[config.mk]
export PLATFORM = sky130hd
export DESIGN_NAME = uart_tx_buffered
export DESIGN_NICKNAME = d
export VERILOG_FILES = /design/src/rtl/uart_pkg.sv /design/src/rtl/sync_fifo.sv /design/src/rtl/uart_tx_buffered.sv
export SDC_FILE = /design/constraint.sdc
export NUM_CORES = 1
export LEC_CHECK = 0
export BUFFER_PORTS_ARGS = -buffer_cell sky130_fd_sc_hd__buf_2
export CAP_MARGIN = 0
export CORE_MARGIN = 2
export CORE_UTILIZATION = 55
export DETAILED_ROUTE_END_ITERATION = 8
export GPL_TIMING_DRIVEN = 0
export PLACE_DENSITY = 0.72
export SLEW_MARGIN = 20
export SYNTH_ARGS = -nofsm -noshare
export SYNTH_HDL_FRONTEND = slang
export SYNTH_SLANG_ARGS = --single-unit
export TNS_END_PERCENT = 5
[constraint.sdc]
create_clock -name clk -period 2.6 [get_ports clk]
set_input_delay 0.39 -clock clk [delete_from_list [all_inputs] [get_ports clk]]
set_output_delay 0.39 -clock clk [all_outputs]
set_load 0.02 [all_outputs]
[src/rtl/uart_pkg.sv]
// uart_pkg: definitions shared by the UART transmit and receive paths.
//   tx_state_t           serializer states (IDLE/START/DATA/STOP)
//   DATA_BITS, STOP_BITS 8N1 frame shape
//   DEFAULT_CLKS_PER_BIT 100 MHz system clock / 1 Mbaud
package uart_pkg;

  typedef enum logic [1:0] {
    ST_IDLE  = 2'd0,
    ST_START = 2'd1,
    ST_DATA  = 2'd2,
    ST_STOP  = 2'd3
  } tx_state_t;

  localparam int DATA_BITS            = 8;
  localparam int STOP_BITS            = 1;
  localparam int DEFAULT_CLKS_PER_BIT = 100;

endpackage

[src/rtl/sync_fifo.sv]
// sync_fifo: single-clock FIFO with registered occupancy count.
//   clk, rst_n        rising-edge clock, asynchronous active-low reset
//   push, push_data   write request and data (ignored while full)
//   pop, pop_data     read request (ignored while empty) and head-of-queue data
//   full, empty       derived from the registered count
//   count             entries currently stored (0..DEPTH)
// DEPTH must be a power of two so the pointers wrap naturally.
module sync_fifo #(
  parameter int WIDTH = 8,
  parameter int DEPTH = 8
) (
  input  logic                   clk,
  input  logic                   rst_n,
  input  logic                   push,
  input  logic [WIDTH-1:0]       push_data,
  input  logic                   pop,
  output logic [WIDTH-1:0]       pop_data,
  output logic                   full,
  output logic                   empty,
  output logic [$clog2(DEPTH):0] count
);

  localparam int AW = $clog2(DEPTH);
  localparam int CW = AW + 1;

  logic [WIDTH-1:0] mem_r [DEPTH];
  logic [AW-1:0]    wr_ptr_r;
  logic [AW-1:0]    rd_ptr_r;
  logic [CW-1:0]    count_r;
  logic             push_ok_s;
  logic             pop_ok_s;

  assign full      = (count_r == CW'(DEPTH));
  assign empty     = (count_r == {CW{1'b0}});
  assign count     = count_r;
  assign pop_data  = mem_r[rd_ptr_r];
  assign push_ok_s = push && !full;
  assign pop_ok_s  = pop && !empty;

  // Storage array; contents need no reset because the pointers define validity.
  always_ff @(posedge clk) begin
    if (push_ok_s) begin
      mem_r[wr_ptr_r] <= push_data;
    end
  end

  // Pointers and occupancy; a simultaneous push and pop leaves the count unchanged.
  always_ff @(posedge clk or negedge rst_n) begin
    if (!rst_n) begin
      wr_ptr_r <= {AW{1'b0}};
      rd_ptr_r <= {AW{1'b0}};
      count_r  <= {CW{1'b0}};
    end else begin
      if (push_ok_s) begin
        wr_ptr_r <= wr_ptr_r + {{(AW-1){1'b0}}, 1'b1};
      end
      if (pop_ok_s) begin
        rd_ptr_r <= rd_ptr_r + {{(AW-1){1'b0}}, 1'b1};
      end
      case ({push_ok_s, pop_ok_s})
        2'b10:   count_r <= count_r + {{(CW-1){1'b0}}, 1'b1};
        2'b01:   count_r <= count_r - {{(CW-1){1'b0}}, 1'b1};
        default: count_r <= count_r;
      endcase
    end
  end

endmodule

[src/rtl/uart_tx_buffered.sv]
// uart_tx_buffered: buffered 8N1 UART transmitter.
//   clk, rst_n          rising-edge clock, asynchronous active-low reset
//   in_data/in_valid    byte push handshake, accepted when in_ready is high
//   in_ready            FIFO not full (registered state only)
//   block               host flow control, sampled only at frame boundaries
//   tx                  registered serial line, idles high
//   fifo_count          bytes buffered, excluding the one being shifted
//   idle                registered: FIFO empty and serializer idle
// tx and idle are both one register stage behind the FSM state, so the
// line waveform and idle stay aligned with each other.
module uart_tx_buffered
  import uart_pkg::*;
#(
  parameter int CLKS_PER_BIT = DEFAULT_CLKS_PER_BIT,
  parameter int FIFO_DEPTH   = 8
) (
  input  logic                        clk,
  input  logic                        rst_n,
  input  logic [7:0]                  in_data,
  input  logic                        in_valid,
  output logic                        in_ready,
  input  logic                        block,
  output logic                        tx,
  output logic [$clog2(FIFO_DEPTH):0] fifo_count,
  output logic                        idle
);

  localparam int              TW         = (CLKS_PER_BIT > 1) ? $clog2(CLKS_PER_BIT) : 1;
  localparam logic [TW-1:0]   TIMER_LAST = TW'(CLKS_PER_BIT - 1);
  localparam logic [2:0]      LAST_BIT   = 3'(DATA_BITS - 1);

  tx_state_t     state_r;
  tx_state_t     state_next_s;
  logic [TW-1:0] timer_r;
  logic [2:0]    bit_idx_r;
  logic [7:0]    shift_r;
  logic          tx_r;
  logic          idle_r;

  logic          fifo_full_s;
  logic          fifo_empty_s;
  logic [7:0]    fifo_head_s;
  logic          push_s;
  logic          pop_s;
  logic          timer_last_s;
  logic          tx_s;

  assign in_ready   = !fifo_full_s;
  assign push_s     = in_valid && !fifo_full_s;
  assign tx         = tx_r;
  assign idle       = idle_r;

  sync_fifo #(
    .WIDTH (8),
    .DEPTH (FIFO_DEPTH)
  ) u_fifo (
    .clk       (clk),
    .rst_n     (rst_n),
    .push      (push_s),
    .push_data (in_data),
    .pop       (pop_s),
    .pop_data  (fifo_head_s),
    .full      (fifo_full_s),
    .empty     (fifo_empty_s),
    .count     (fifo_count)
  );

  // FSM state register.
  always_ff @(posedge clk or negedge rst_n) begin
    if (!rst_n) begin
      state_r <= ST_IDLE;
    end else begin
      state_r <= state_next_s;
    end
  end

  // FSM next-state logic; every bit-period transition waits for the timer's last cycle.
  always_comb begin
    state_next_s = state_r;
    case (state_r)
      ST_IDLE: begin
        if (pop_s) state_next_s = ST_START;
        else       state_next_s = ST_IDLE;
      end
      ST_START: begin
        if (timer_last_s) state_next_s = ST_DATA;
        else              state_next_s = ST_START;
      end
      ST_DATA: begin
        if (timer_last_s && (bit_idx_r == LAST_BIT)) state_next_s = ST_STOP;
        else                                         state_next_s = ST_DATA;
      end
      ST_STOP: begin
        // Popping on the last stop cycle chains frames with no idle gap.
        if (timer_last_s && pop_s) state_next_s = ST_START;
        else if (timer_last_s)     state_next_s = ST_IDLE;
        else                       state_next_s = ST_STOP;
      end
      default: state_next_s = ST_IDLE;
    endcase
  end

  // FSM outputs: pop at a frame boundary unless held off by block, and the line level.
  always_comb begin
    timer_last_s = (timer_r == TIMER_LAST);
    pop_s        = 1'b0;
    tx_s         = 1'b1;
    if (((state_r == ST_IDLE) || ((state_r == ST_STOP) && timer_last_s)) &&
        !fifo_empty_s && !block) begin
      pop_s = 1'b1;
    end else begin
      pop_s = 1'b0;
    end
    case (state_r)
      ST_START: tx_s = 1'b0;
      ST_DATA:  tx_s = shift_r[0];
      ST_IDLE:  tx_s = 1'b1;
      ST_STOP:  tx_s = 1'b1;
      default:  tx_s = 1'b1;
    endcase
  end

  // Bit timer, bit index, shift register and the registered tx/idle outputs.
  always_ff @(posedge clk or negedge rst_n) begin
    if (!rst_n) begin
      timer_r   <= {TW{1'b0}};
      bit_idx_r <= 3'd0;
      shift_r   <= 8'd0;
      tx_r      <= 1'b1;
      idle_r    <= 1'b1;
    end else begin
      // Every state or bit transition happens on the timer's last cycle, so
      // reloading there (and holding zero in IDLE) realigns the timer.
      if ((state_r == ST_IDLE) || timer_last_s) begin
        timer_r <= {TW{1'b0}};
      end else begin
        timer_r <= timer_r + {{(TW-1){1'b0}}, 1'b1};
      end
      if (pop_s) begin
        shift_r   <= fifo_head_s;
        bit_idx_r <= 3'd0;
      end else if ((state_r == ST_DATA) && timer_last_s) begin
        shift_r   <= {1'b0, shift_r[7:1]};
        bit_idx_r <= bit_idx_r + 3'd1;
      end
      tx_r   <= tx_s;
      idle_r <= fifo_empty_s && (state_r == ST_IDLE);
    end
  end

endmodule

## Word level (Yosys, flattened, before mapping)

Memory sizes are Yosys's and may differ from the RTL's.
Index checks and enable logic that the tools add are counted.

| storage, ports and cells | value |
|---|---|
| output and inout bits | 7 |
| word-level logic and storage cells | 60 |
| memories kept | 1 |
| flip-flop bits (word level) | 32 |
| input bits | 12 |
| bits in writable memories | 64 |

Memories:

| name | depth | bits a word | rd ports | clocked after memory_dff | wr ports | line | source |
|---|---|---|---|---|---|---|---|
| u_fifo.mem_r | 8 | 8 | 1 | 0 | 1 | sync_fifo.sv:26 | `logic [WIDTH-1:0] mem_r [DEPTH];` |

| operators by class | value |
|---|---|
| reductions and logical operators | 20 |
| add/sub/neg operators | 6 |
| equality and inequality tests | 8 |
| muxes and demuxes | 16 |

Operator list:

| operator | number |
|---|---|
| two-way mux 8 bit | 2 |
| logical AND 1 bit | 10 |
| adder 3 x 1 -> 3 bit, second input constant | 3 |
| case mux 2 bit (4 select lines) | 1 |
| case mux 4 bit (2 select lines) | 1 |
| adder 7 x 1 -> 7 bit, second input constant | 1 |
| equality test 7 bit, second input constant | 1 |
| two-way mux 7 bit | 1 |
| equality test 2 bit, second input constant | 3 |
| two-way mux 2 bit | 3 |
| two-way mux 3 bit | 2 |
| two-way mux 1 bit | 5 |
| adder 4 x 1 -> 4 bit, second input constant | 1 |
| equality test 2 x 1 -> 1 bit, second input constant | 2 |
| equality test 4 bit, second input constant | 1 |
| logical NOT 4 bit | 1 |
| nonzero test 2 bit | 2 |
| subtractor 4 x 1 -> 4 bit, second input constant | 1 |
| equality test 3 bit, second input constant | 1 |
| logical NOT 1 bit | 3 |
| case mux 1 bit (3 select lines) | 1 |
| logical NOT 2 bit | 1 |
| logical OR 1 bit | 2 |
| OR reduction 2 bit | 1 |

## Logic depth before layout (Yosys ltp)

Gate-level depths: netlist of run 1.

| logic depth | value |
|---|---|
| word-level depth | 9 |
| mapped depth | 13 |

## Cells and area by module

From an unflattened synthesis of run 1, not the netlist that was laid out.

| unflattened totals | value |
|---|---|
| cell total of the unflattened synthesis | 266 |
| area total of the unflattened synthesis | 4,286.6 sq um |

Modules (own cells, without submodules):

| module | cells each | instances | area an instance (sq um) |
|---|---|---|---|
| sync_fifo | 160 | 1 | 3,134.3 |
| uart_tx_buffered | 106 | 1 | 1,152.4 |

## Worst setup path after synthesis of run 1

OpenSTA, ideal clock, no wires.

| timing path | value |
|---|---|
| path kind | reg2reg |
| start point | reg timer_r[0] |
| end point | reg u_fifo.count_r[2], in the netlist u_fifo.count[2] |
| slack | -0.002 ns |
| arrival time | 2.467 ns |
| period minus slack after synthesis | 2.602 ns |
| stages on the path, launching flop included | 14 |
| library setup time | 0.135 ns |
| required time | 2.465 ns |
| buffers on the path | 1 |
| cell sequence | dfrtp_1 -> ha_1 -> and4bb_2 -> a31oi_1 -> or3_1 -> buf_6 -> inv_4 -> ha_1 -> xor2_1 -> ha_1 -> a21oi_1 -> xor2_1 -> nor2_1 -> xor2_1 |

| between the ends | value |
|---|---|
| word-level cells in the longest chain between the ends | 9 |
| elaborated cells on any way between the ends | 11 |

RTL lines:

| what | line | source |
|---|---|---|
| start, declared | uart_tx_buffered.sv:34 | `logic [TW-1:0] timer_r;` |
| start signal, assigned | uart_tx_buffered.sv:126 | `timer_r <= {TW{1'b0}};` |
| start signal, assigned | uart_tx_buffered.sv:135 | `timer_r <= {TW{1'b0}};` |
| start signal, assigned | uart_tx_buffered.sv:137 | `timer_r <= timer_r + {{(TW-1){1'b0}}, 1'b1};` |
| equality test 7 bit * | uart_tx_buffered.sv:105 | `timer_last_s = (timer_r == TIMER_LAST);` |
| logical AND 1 bit * | uart_tx_buffered.sv:108 | `if (((state_r == ST_IDLE) \|\| ((state_r == ST_STOP) && timer_last_s)) &&` |
| logical OR 1 bit * | uart_tx_buffered.sv:108 |  |
| logical AND 1 bit * | uart_tx_buffered.sv:108 |  |
| logical AND 1 bit * | uart_tx_buffered.sv:109 | `!fifo_empty_s && !block) begin` |
| two-way mux 1 bit * | uart_tx_buffered.sv:108 |  |
| logical AND 1 bit * | sync_fifo.sv:38 | `assign pop_ok_s = pop && !empty;` |
| net u_fifo.pop_ok_s | sync_fifo.sv:31 | `logic pop_ok_s;` |
| equality test 2 x 1 -> 1 bit / equality test 2 bit (equally long branches) | sync_fifo.sv:60 | `case ({push_ok_s, pop_ok_s})` |
| case mux 4 bit (2 select lines) / nonzero test 2 bit (equally long branches) | n/a |  |
| end signal, assigned | sync_fifo.sv:61 | `2'b10: count_r <= count_r + {{(CW-1){1'b0}}, 1'b1};` |
| end signal, assigned | sync_fifo.sv:62 | `2'b01: count_r <= count_r - {{(CW-1){1'b0}}, 1'b1};` |
| end signal, assigned | sync_fifo.sv:63 | `default: count_r <= count_r;` |
| end, declared | sync_fifo.sv:29 | `logic [CW-1:0] count_r;` |

The timed path passes the listed nets; every way through them passes the cells marked *.
A chain may end at the register's enable or synchronous reset.

## Final worst setup path of run 1

Ends and elaborated chain as after synthesis.

==> key figures, run 1 <==
Die
  – Die height: approximately 90 um
  – Initial Util: 0.565
  – I/O pin total: 19
  – Core Rows: 31
  – Core area: around 0.007 sq mm
  – Full die area: between 0.008 and 0.009 sq mm
  – Die W: around 90 um

Detailed routing
  – Final routed DRC violation total: 0
  – Total number of vias: between 2k and 2.5k
  – Drt wl/cell: ~18 um
  – DRT iter0 DRCs: approximately 120
  – 1st-pass router iterations: 4
  – Total Wirelength: approximately 7.0 mm
  – Via-per-instance ratio: 5.46
  – Routed Antenna Nets: 0

Power
  – PD cells: about 1000 mW/mm^2
  – Tot Pwr: roughly 5.0 mW
  – P_leak: about 1.8 nW
  – Max VDD drop: 0.626 mV

Global routing
  – GRT overflow: 0
  – Largest net degree at the start of global routing: 33
  – Total GRT Usage: 0.187
  – First-pass GRT wire length: 11.3 mm
  – Vias in the first global route: between 2k and 2.5k
  – Antenna violations before repair: 0

Timing
  – Setup TNS: 0 ns
  – Slew Viols, Final: 0
  – Setup ws final: between 0.0004 and 0.0005 ns
  – RSZ-0062 raised after global routing: yes
  – # setup viols final: 0
  – Final Cycle Share: 1.00
  – Slew margin rel.: 0.338
  – Worst Skew: 0.0108 ns
  – Final min period: around 2.6 ns
  – Maximum clock frequency: 385 MHz
  – Final hold viol count: 0
  – Slew @ Worst Pin: just under 1 ns

Setup path
  – CP Depth: 13
  – Critical path class: register to register
  – Worst setup SP type: register
  – Setup crit end kind: register
  – Critical Path Most Common Cell: xor2_1
  – Reg2Reg Depth: 13
  – CP Cell Sequence: ha_2, and4bb_2, a31oi_4, or3_4, buf_12, clkinv_8, ha_4, xor2_1, ha_2, a21oi_2, xor2_1, nor2_1, xor2_1
  – Family with the most delay on the worst path: simple AND/OR/NAND/NOR gates
  – Worst path arrival time: approximately 2.9 ns
  – Bufs and invs on worst path: 2
  – Crit-path max FO: 6
  – Critical path's slowest cell: or3_4
  – CP max stage delay: 0.41 ns
  – Required @ worst endpoint: 2.89 ns

Clock network
  – CTS tree: built
  – CTS clk-pin slew, worst paths: 0.09 ns
  – CTS Buffer Depth: 2
  – H-tree depth: 3
  – CTS Root Cell: clkbuf_8
  – Hold buffer count at cts: 0
  – Clk Latency, worst-skew pair: ~0.36 ns
  – Sink Count: between 90 and 100
  – CTS buffer count: 9

Logic synthesis
  – Synth Area per Inst: between 15 and 20 sq um
  – Synth Instances: ~240
  – Mapped cell area: 0.00407 sq mm
  – EDFF count, synth: between 60 and 70
  – Async SR Flop Fraction: 0.333
  – Register area share after synthesis: 0.669
  – Mapped Nets: roughly 270
  – #FFs+latches synth: 96
  – Main flop type after synthesis: edfxtp_1
  – Yosys warns: 0
  – Cell variety after synth: 38

Layout
  – Most frequent cells in the layout: edfxtp_1, dfrtp_1, mux2i_1, buf_2
  – Ant diodes: 0
  – Footprint of the multi-input gates: 0.00136 sq mm
  – Most common cell after layout, fill and taps aside: edfxtp_1
  – Register Area: ~0.0027 sq mm
  – Final design utilization: 0.658
  – Layout cells sized above 1: 0.306
  – Area growth syn-to-layout: 16.5%
  – Fin nets: between 300 and 400
  – Fillers: 517

Placement
  – PortBufs: 18
  – Worst slack at placement: -0.182 ns
  – GP Congestion: roughly 0.8
  – Detailed placer's ending HPWL: around 4.4 mm

Run status
  – Outcome: complete, no violations

Flow run
  – Max cap viols: 0

Hold path
  – Hold Crit Class: primary input to asynchronous set/reset pin
worst reg2reg max path, delay by kind of cell, from the launching register on:
family	cells	cell delay (ns)
adder cells (fa/ha/maj)	3	0.54
AO/OA/AOI/OAI	2	0.14
AND/OR/NAND/NOR	3	0.82
flip-flops	1	0.37
XOR/XNOR	3	0.49
buffers and inverters	2	0.19
layout make-up:
class                      count  area share
clock buffer                  10      0.0269
tap                           99      0.0261
inverter                       5     0.00659
multi-input combinational    135       0.286
timing repair buffer          36      0.0474
sequential                    96       0.574
clock inverter                 6      0.0242
buffer                         6     0.00870
Yosys cell counts (2+ instances only):
cell type,count,area share
edfxtp_1,64,0.47
dfrtp_1,30,0.18
mux2i_1,27,0.066
nor2_1,18,0.017
mux4_2,16,0.088
ha_1,14,0.043
nand2_1,8,0.0074
xnor2_1,7,0.015
xor2_1,7,0.015
a21oi_1,5,0.0061
inv_1,4,0.0037
nand3_1,4,0.0049
a31oi_1,3,0.0046
nand2b_1,3,0.0046
buf_2,2,0.0025
clkbuf_1,2,0.0018
dfstp_2,2,0.013
mux2_2,2,0.0055
nand3b_1,2,0.0037
nor3_1,2,0.0025
nor4bb_1,2,0.0049
o21ai_0,2,0.0025
kinds of logic (layout without fill, tap and decap cells):
family | Yosys count | after routing | synth area share
flops | 96 | 96 | 0.669
simple gates | 50 | 50 | 0.0660
mux | 46 | 46 | 0.163
fa+ha+maj | 14 | 14 | 0.0430
xor+xnor | 14 | 14 | 0.0301
compound gates | 11 | 11 | 0.0157
buf+inv | 11 | 63 | 0.0132
power by group:
part | switching (mW) | total, mW | internal [mW]
sequential | 0.201 | 2.18 | 1.98
combinational | 0.818 | 1.63 | 0.808
clock | 0.521 | 1.17 | 0.646
total | 1.54 | 4.98 | 3.43
path summary, 6_finish.rpt:
path | startpoint | to | slack, ns
worst max-delay path | timer_r[0]$_DFF_PN0_ | u_fifo.count[2]$_DFFE_PN0P_ | 0.0005
worst min-delay path | rst_n | u_fifo.count[3]$_DFFE_PN0P_ | 0.08
worst max register to register | timer_r[0]$_DFF_PN0_ | u_fifo.count[2]$_DFFE_PN0P_ | 0.0005
worst min register to register | u_fifo.count[3]$_DFFE_PN0P_ | u_fifo.count[3]$_DFFE_PN0P_ | 0.54
max in group asynchronous | rst_n | shift_r[2]$_DFFE_PN0P_ | 2.05
min in group clk | in_data[1] | u_fifo.mem_r[4][1]$_DFFE_PP_ | 0.29
timing repair:
action | in CTS | in global routing
pin swaps | 2 | 7
gates cloned | 0 | 0
setup buffers | 3 | 14
hold endpoints to repair | 0 | 0
resized for setup | 4 | 11
setup endpoints to repair | 3 | 3
registers in the layout, summed over array words and instances (netlist names):
| register | cells |
|---|---|
| u_fifo.mem_r | 64 |
| bit_idx_r | 3 |
| state_r | 2 |
| shift_r | 8 |
| idle | 1 |
| u_fifo.count | 4 |
| u_fifo.rd_ptr_r | 3 |
| timer_r | 7 |
| u_fifo.wr_ptr_r | 3 |
| tx | 1 |
metrics by stage:
stage / hold slack, ns / area (sq um) / cells
after floorplan: 0.0944 / 4080 / 242
after global placement: 0.445 / 4290 / 359
after detailed placement: 0.452 / 4310 / 360
after CTS: 0.0871 / 4590 / 379
after global routing: 0.117 / 4750 / 393
final: 0.0778 / 4750 / 393
layer usage:
layer / global-route usage / vias up / wire, um
met1: 0.256 / 1085 / 3270
met3: 0.0352 / 11 / 163
met5: 0 / - / 0
li1: - / 1018 / -
met4: 0.0769 / 0 / 126
met2: 0.299 / 31 / 3490
(Power assumes the default switching activity.)
==> run 2: changes to the inputs <==
Settings changed: CORE_UTILIZATION 55 to 60, PLACE_DENSITY 0.72 to 0.75.
Clock period 2.6 ns to 3.17 ns, I/O delays scaled along.
==> run 2 against run 1 <==
  * Via count down 4.2%
  * Flip-flop and latch count unchanged
  * Register-to-register slack better by 0.31 ns
  * Clock power down 34%
  * Sequential power down 18%
  * Combinational power down 28%
  * Die area down 8.0%
  * Sequential share of layout area up 3.7 points
  * Critical path type unchanged
  * Largest power group unchanged
==> key figures, run 2 (synthesized netlist as in run 1, its figures left out) <==
Setup path
  – CP max stage delay: approximately 0.38 ns
  – Worst path arrival time: between 3 and 4 ns
  – Critical path's slowest cell: dfrtp_1
  – Crit-path max FO: 10
  – Critical path class: register to register
  – Required @ worst endpoint: 3.42 ns
  – Reg2Reg Depth: 13
  – Setup slack, reg-to-reg: roughly 0.31 ns
  – Setup crit end kind: register
  – Bufs and invs on worst path: 2
  – R2R Path Start: timer_r[0]$_DFF_PN0_
  – CP Cell Sequence: ha_1, and4bb_2, a31oi_1, or3_1, buf_6, inv_4, ha_1, xor2_1, ha_1, a21oi_1, xor2_1, nor2_1, xor2_1
  – Worst setup SP type: register
  – Family with the most delay on the worst path: simple AND/OR/NAND/NOR gates
  – FF-to-FF End: u_fifo.count[2]$_DFFE_PN0P_

Global routing
  – First-pass GRT wire length: roughly 11 mm
  – GRT overflow: 0
  – Antenna violations before repair: 0
  – Vias in the first global route: ~2.2k
  – Largest net degree at the start of global routing: 33
  – Total GRT Usage: 0.198

Clock network
  – Clk Latency, worst-skew pair: around 0.36 ns
  – CTS buffer count: 9
  – CTS Buffer Depth: 2
  – CTS Root Cell: clkbuf_8
  – Sink Count: 96
  – Post-CTS sizing: 0
  – Hold buffer count at cts: 0
  – CTS tree: built
  – CTS clk-pin slew, worst paths: around 0.090 ns
  – Setup repair bufs after CTS: 0
  – H-tree depth: 3

Power
  – PD cells: ~830 mW/mm^2
  – Max VDD drop: between 0.4 and 0.5 mV
  – P_leak: 1.70 nW

Timing
  – Final hold viol count: 0
  – Worst Skew: around 0.009 ns
  – Final Cycle Share: 0.902
  – Slew Viols, Final: 0
  – Slew margin rel.: 0.409
  – # setup viols final: 0
  – RSZ-0062 raised after global routing: no
  – Worst hold margin: approximately 0.16 ns
  – Setup TNS: 0 ns
  – Final min period: 2.86 ns
  – Maximum clock frequency: between 300 and 400 MHz
  – Slew @ Worst Pin: 0.883 ns

Flow run
  – Max cap viols: 0

Die
  – Die height: between 80 and 90 um
  – Full die area: ~0.0075 sq mm
  – Core Rows: 30
  – Die W: ~86 um
  – Initial Util: 0.610
  – Core area: 0.00668 sq mm
  – I/O pin total: 19

Detailed routing
  – Via-per-instance ratio: slightly below 6
  – Total number of vias: approximately 2k
  – Total Wirelength: 6.53 mm
  – DRT iter0 DRCs: 79
  – Drt wl/cell: around 18 um
  – 1st-pass router iterations: 4
  – Final routed DRC violation total: 0
  – Routed Antenna Nets: 0

Placement
  – Detailed placer's ending HPWL: roughly 4.3 mm
  – PortBufs: 18
  – GP Congestion: ~0.81

Layout
  – Reg with most FFs: u_fifo.mem_r
  – Layout cells sized above 1: 0.225
  – Area growth syn-to-layout: 9.46%
  – Fin nets: ~300
  – Ant diodes: 0
  – Fillers: approximately 470
  – Footprint of the multi-input gates: 0.00131 sq mm
  – Largest register FFs: between 60 and 70
  – Most common cell after layout, fill and taps aside: edfxtp_1
  – Biggest regs: u_fifo.mem_r (64), shift_r (8), timer_r (7)
  – Most frequent cells in the layout: edfxtp_1, dfrtp_1, mux2i_1, buf_2, nor2_1
  – Register Area: around 0.0027 sq mm

Hold path
  – Hold Crit Class: primary input to asynchronous set/reset pin

Run status
  – Outcome: complete, no violations
[run 2: changes by cell type in the layout (fill, tap and decap cells not counted), sizes merged]
cell and change:
bufinv -2, buf -18, clkinvlp -1, clkinv +2
[run 2: layer usage]
metal / share of wire / vias up / routed length, um / global-route usage
li1: - / 969 / - / -
met1: 0.44 / 1055 / 2890 / 0.253
met2: 0.52 / 21 / 3360 / 0.334
met3: 0.024 / 10 / 156 / 0.0457
met4: 0.017 / 0 / 113 / 0.0724
met5: 0 / - / 0 / 0
[run 2: worst max-delay path by stage]
| stage | from | endpoint | slack [ns] | cells past startpoint |
|---|---|---|---|---|
| final | timer_r[0]$_DFF_PN0_ | u_fifo.count[2]$_DFFE_PN0P_ | 0.31 | 13 |
| after global placement | timer_r[0]$_DFF_PN0_ | u_fifo.count[2]$_DFFE_PN0P_ | 0.35 | 13 |
| after CTS | timer_r[0]$_DFF_PN0_ | u_fifo.count[2]$_DFFE_PN0P_ | 0.30 | 13 |
| after detailed placement | timer_r[0]$_DFF_PN0_ | u_fifo.count[2]$_DFFE_PN0P_ | 0.34 | 13 |
| after global routing | timer_r[0]$_DFF_PN0_ | u_fifo.count[2]$_DFFE_PN0P_ | 0.09 | 13 |
| after floorplan | timer_r[0]$_DFF_PN0_ | u_fifo.count[2]$_DFFE_PN0P_ | 0.57 | 13 |
[run 2: stage by stage]
stage          setup slack [ns]  cells   util  instance area (sq um)  total power, mW
3_3_place_gp              0.350    340  0.638                   4260             2.96
6_report                  0.311    355  0.667                   4460             3.72
5_1_grt                  0.0886    355  0.667                   4460             3.94
2_1_floorplan             0.568    242      -                   4070             2.68
3_5_place_dp              0.338    340  0.640                   4270             3.01
4_1_cts                   0.304    355  0.667                   4460             3.77
[run 2: final cells by class]
cell class / instances / share of cell area
inverter: 5 / 0.00477
clock inverter: 5 / 0.0129
multi-input combinational: 135 / 0.293
buffer: 6 / 0.00730
clock buffer: 10 / 0.0286
timing repair buffer: 18 / 0.0202
sequential: 96 / 0.611
tap: 80 / 0.0224
[run 2: power breakdown]
group          internal, mW  switching [mW]
Sequential             1.62           0.154
Combinational         0.556           0.615
Clock                 0.362           0.405
[run 2: worst reg2reg max path, delay by kind of cell (launching register included)]
family	cells	cell delay (ns)
and+or+nand+nor	3	0.76
adders and majority gates	3	0.68
xor gates and xnor gates	3	0.39
DFF	1	0.38
AOI/OAI and AO/OA	2	0.28
buffers and inverters	2	0.27
==> run 3: changes to the inputs <==
Settings changed: CORE_UTILIZATION 60 to 55, PLACE_DENSITY 0.75 to 0.72.
Clock period 3.17 ns to 2.4 ns, I/O delays scaled along.
==> run 3 against run 2 <==
  * The flow now finishes with violations (negative setup slack)
  * Via count up 3.2%
  * Critical endpoint unchanged
  * Highest routed layer unchanged
  * Power rose by 36%
  * Register-to-register slack got worse by 0.32 ns
  * First-iteration DRC count fell by 7.6%
  * Final cell count grew 9.3%
  * Largest cell class unchanged
  * Clock power rose by 28%
  * Largest power group unchanged
  * Clock skew is 0.0055 ns higher
==> key figures, run 3 (synthesized netlist as in run 1, its figures left out) <==
Detailed routing
  – Routed Antenna Nets: 0
  – Top routing layer in use: met4
  – Total number of vias: about 2.1k
  – Metal-1 WL: roughly 3.1 mm
  – Final routed DRC violation total: 0
  – Met3 WL: between 200 and 250 um
  – Total Wirelength: between 6 and 7 mm
  – 1st-pass router iterations: 4
  – Met2 wire length: roughly 3.5 mm
  – Drt wl/cell: 17.8 um
  – DRT iter0 DRCs: 73
  – Via-per-instance ratio: around 5.5

Clock network
  – Clk Latency, worst-skew pair: 0.35 ns
  – CTS Root Cell: clkbuf_8
  – CTS clk-pin slew, worst paths: approximately 0.10 ns
  – CTS Buffer Depth: 2
  – CTS tree: built
  – CTS buffer count: 9
  – Sink Count: 96
  – H-tree depth: 3
  – Hold buffer count at cts: 0

Global routing
  – First-pass GRT wire length: approximately 11 mm
  – Antenna violations before repair: 0
  – Vias in the first global route: between 2k and 2.5k
  – Total GRT Usage: 0.181
  – Largest net degree at the start of global routing: 33
  – GRT overflow: 0

Setup path
  – Critical Path Most Common Cell: xor2_1
  – CP Depth: 12
  – Critical path class: register to register
  – Worst path arrival time: about 2.7 ns
  – Bufs and invs on worst path: 1
  – Worst setup SP type: register
  – Required @ worst endpoint: approximately 2.7 ns
  – Critical path's slowest cell: or3_4
  – CP Cell Sequence: ha_4, and4bb_2, a31oi_4, or3_4, inv_8, ha_4, xor2_1, ha_2, a21oi_2, xor2_1, nor2_1, xor2_1
  – Crit-path max FO: 3
  – Setup crit end kind: register
  – Family with the most delay on the worst path: simple AND/OR/NAND/NOR gates
  – CP max stage delay: 0.42 ns
  – Reg2Reg Depth: 12

Timing
  – Slew @ Worst Pin: roughly 0.89 ns
  – Worst hold margin: 0.0512 ns
  – RSZ-0062 raised after global routing: yes
  – Setup ws final: -0.00832 ns
  – # setup viols final: 1
  – Final min period: approximately 2.4 ns
  – Final Cycle Share: 1.00
  – Slew Viols, Final: 0
  – Slew margin rel.: 0.404
  – Maximum clock frequency: 415 MHz
  – Final hold viol count: 0
  – Worst Skew: about 0.015 ns

Placement
  – PortBufs: 18
  – GP Congestion: 0.791
  – Detailed placer's ending HPWL: roughly 4.4 mm
  – Worst slack at placement: -0.268 ns

Power
  – P_leak: ~1.8 nW
  – PD cells: between 1000 and 1500 mW/mm^2
  – Max VDD drop: 0.587 mV

Die
  – Die height: about 90 um
  – Die W: around 90 um
  – I/O pin total: 19
  – Initial Util: 0.565
  – Core Rows: 31
  – Core area: between 0.007 and 0.008 sq mm
  – Full die area: around 0.0081 sq mm

Layout
  – Fin nets: 310
  – Fillers: ~520
  – Largest register FFs: 64
  – Ant diodes: 0
  – Most common cell after layout, fill and taps aside: edfxtp_1
  – Layout cells sized above 1: 0.304
  – Register Area: around 0.0027 sq mm
  – Footprint of the multi-input gates: 0.00138 sq mm
  – Area growth syn-to-layout: 14.5%
  – Final design utilization: 0.646
  – Most frequent cells in the layout: edfxtp_1, dfrtp_1, mux2i_1, buf_2, mux4_2
  – Biggest regs: u_fifo.mem_r (64), shift_r (8), timer_r (7)
  – Reg with most FFs: u_fifo.mem_r

Hold path
  – Hold Crit Class: primary input to asynchronous set/reset pin

Run status
  – Failing checks: negative setup slack
  – Outcome: finished with violations

Flow run
  – Max cap viols: 0
[run 3: layer usage]
layer,vias up,track usage
met1,1074,0.231
met2,37,0.308
met3,6,0.0486
met5,-,0
li1,1004,-
met4,0,0.0538
[run 3: cell type report]
class | count | area share
plain buffers | 5 | 0.00456
clock buffers | 9 | 0.0266
clock inverters | 7 | 0.0140
inverters | 5 | 0.00563
multi-input cells | 135 | 0.296
flip-flops and latches | 96 | 0.584
well taps | 99 | 0.0266
repair buffers | 32 | 0.0419
[run 3: worst paths after layout]
kind / from / end / slack, ns
max in group asynchronous: rst_n / shift_r[0]$_DFFE_PN0P_ / 1.88
worst min-delay path: rst_n / u_fifo.count[3]$_DFFE_PN0P_ / 0.05
worst max register to register: timer_r[1]$_DFF_PN0_ / u_fifo.count[2]$_DFFE_PN0P_ / -0.008
min in group clk: in_data[2] / u_fifo.mem_r[4][2]$_DFFE_PP_ / 0.27
worst max-delay path: timer_r[1]$_DFF_PN0_ / u_fifo.count[2]$_DFFE_PN0P_ / -0.008
worst min register to register: shift_r[0]$_DFFE_PN0P_ / tx$_DFF_PN1_ / 0.53
[run 3: worst reg2reg max path: cells and delay by family, from the launching register on]
family / cells / cell delay, ns
compound gates: 2 / 0.14
buf+inv: 1 / 0.08
xor+xnor: 3 / 0.45
fa+ha+maj: 3 / 0.48
simple gates: 3 / 0.81
flops: 1 / 0.40
[run 3: metrics by stage]
step | cells | TNS (ns) | total power, mW | cell area [sq um]
after floorplan | 242 | -0.129 | 3.57 | 4100
after global placement | 359 | -3.60 | 3.96 | 4320
after detailed placement | 361 | -0.680 | 4.01 | 4340
after CTS | 385 | -0.151 | 5.06 | 4610
after global routing | 388 | -0.328 | 5.38 | 4660
final | 388 | -0.00832 | 5.06 | 4660
[run 3: power breakdown]
part	internal (mW)	leakage, nW	switching, mW
registers	2.14	0.975	0.223
logic	0.842	0.695	0.867
clock network	0.398	0.0925	0.586
[run 3: repair_timing]
| item | 4_1_cts | 5_1_grt |
|---|---|---|
| endpoints found under the setup margin | 3 | 27 |
| gates cloned | 0 | 0 |
| buffers inserted | 8 | 4 |
| gates resized for setup | 4 | 7 |
| pin swaps | 8 | 4 |
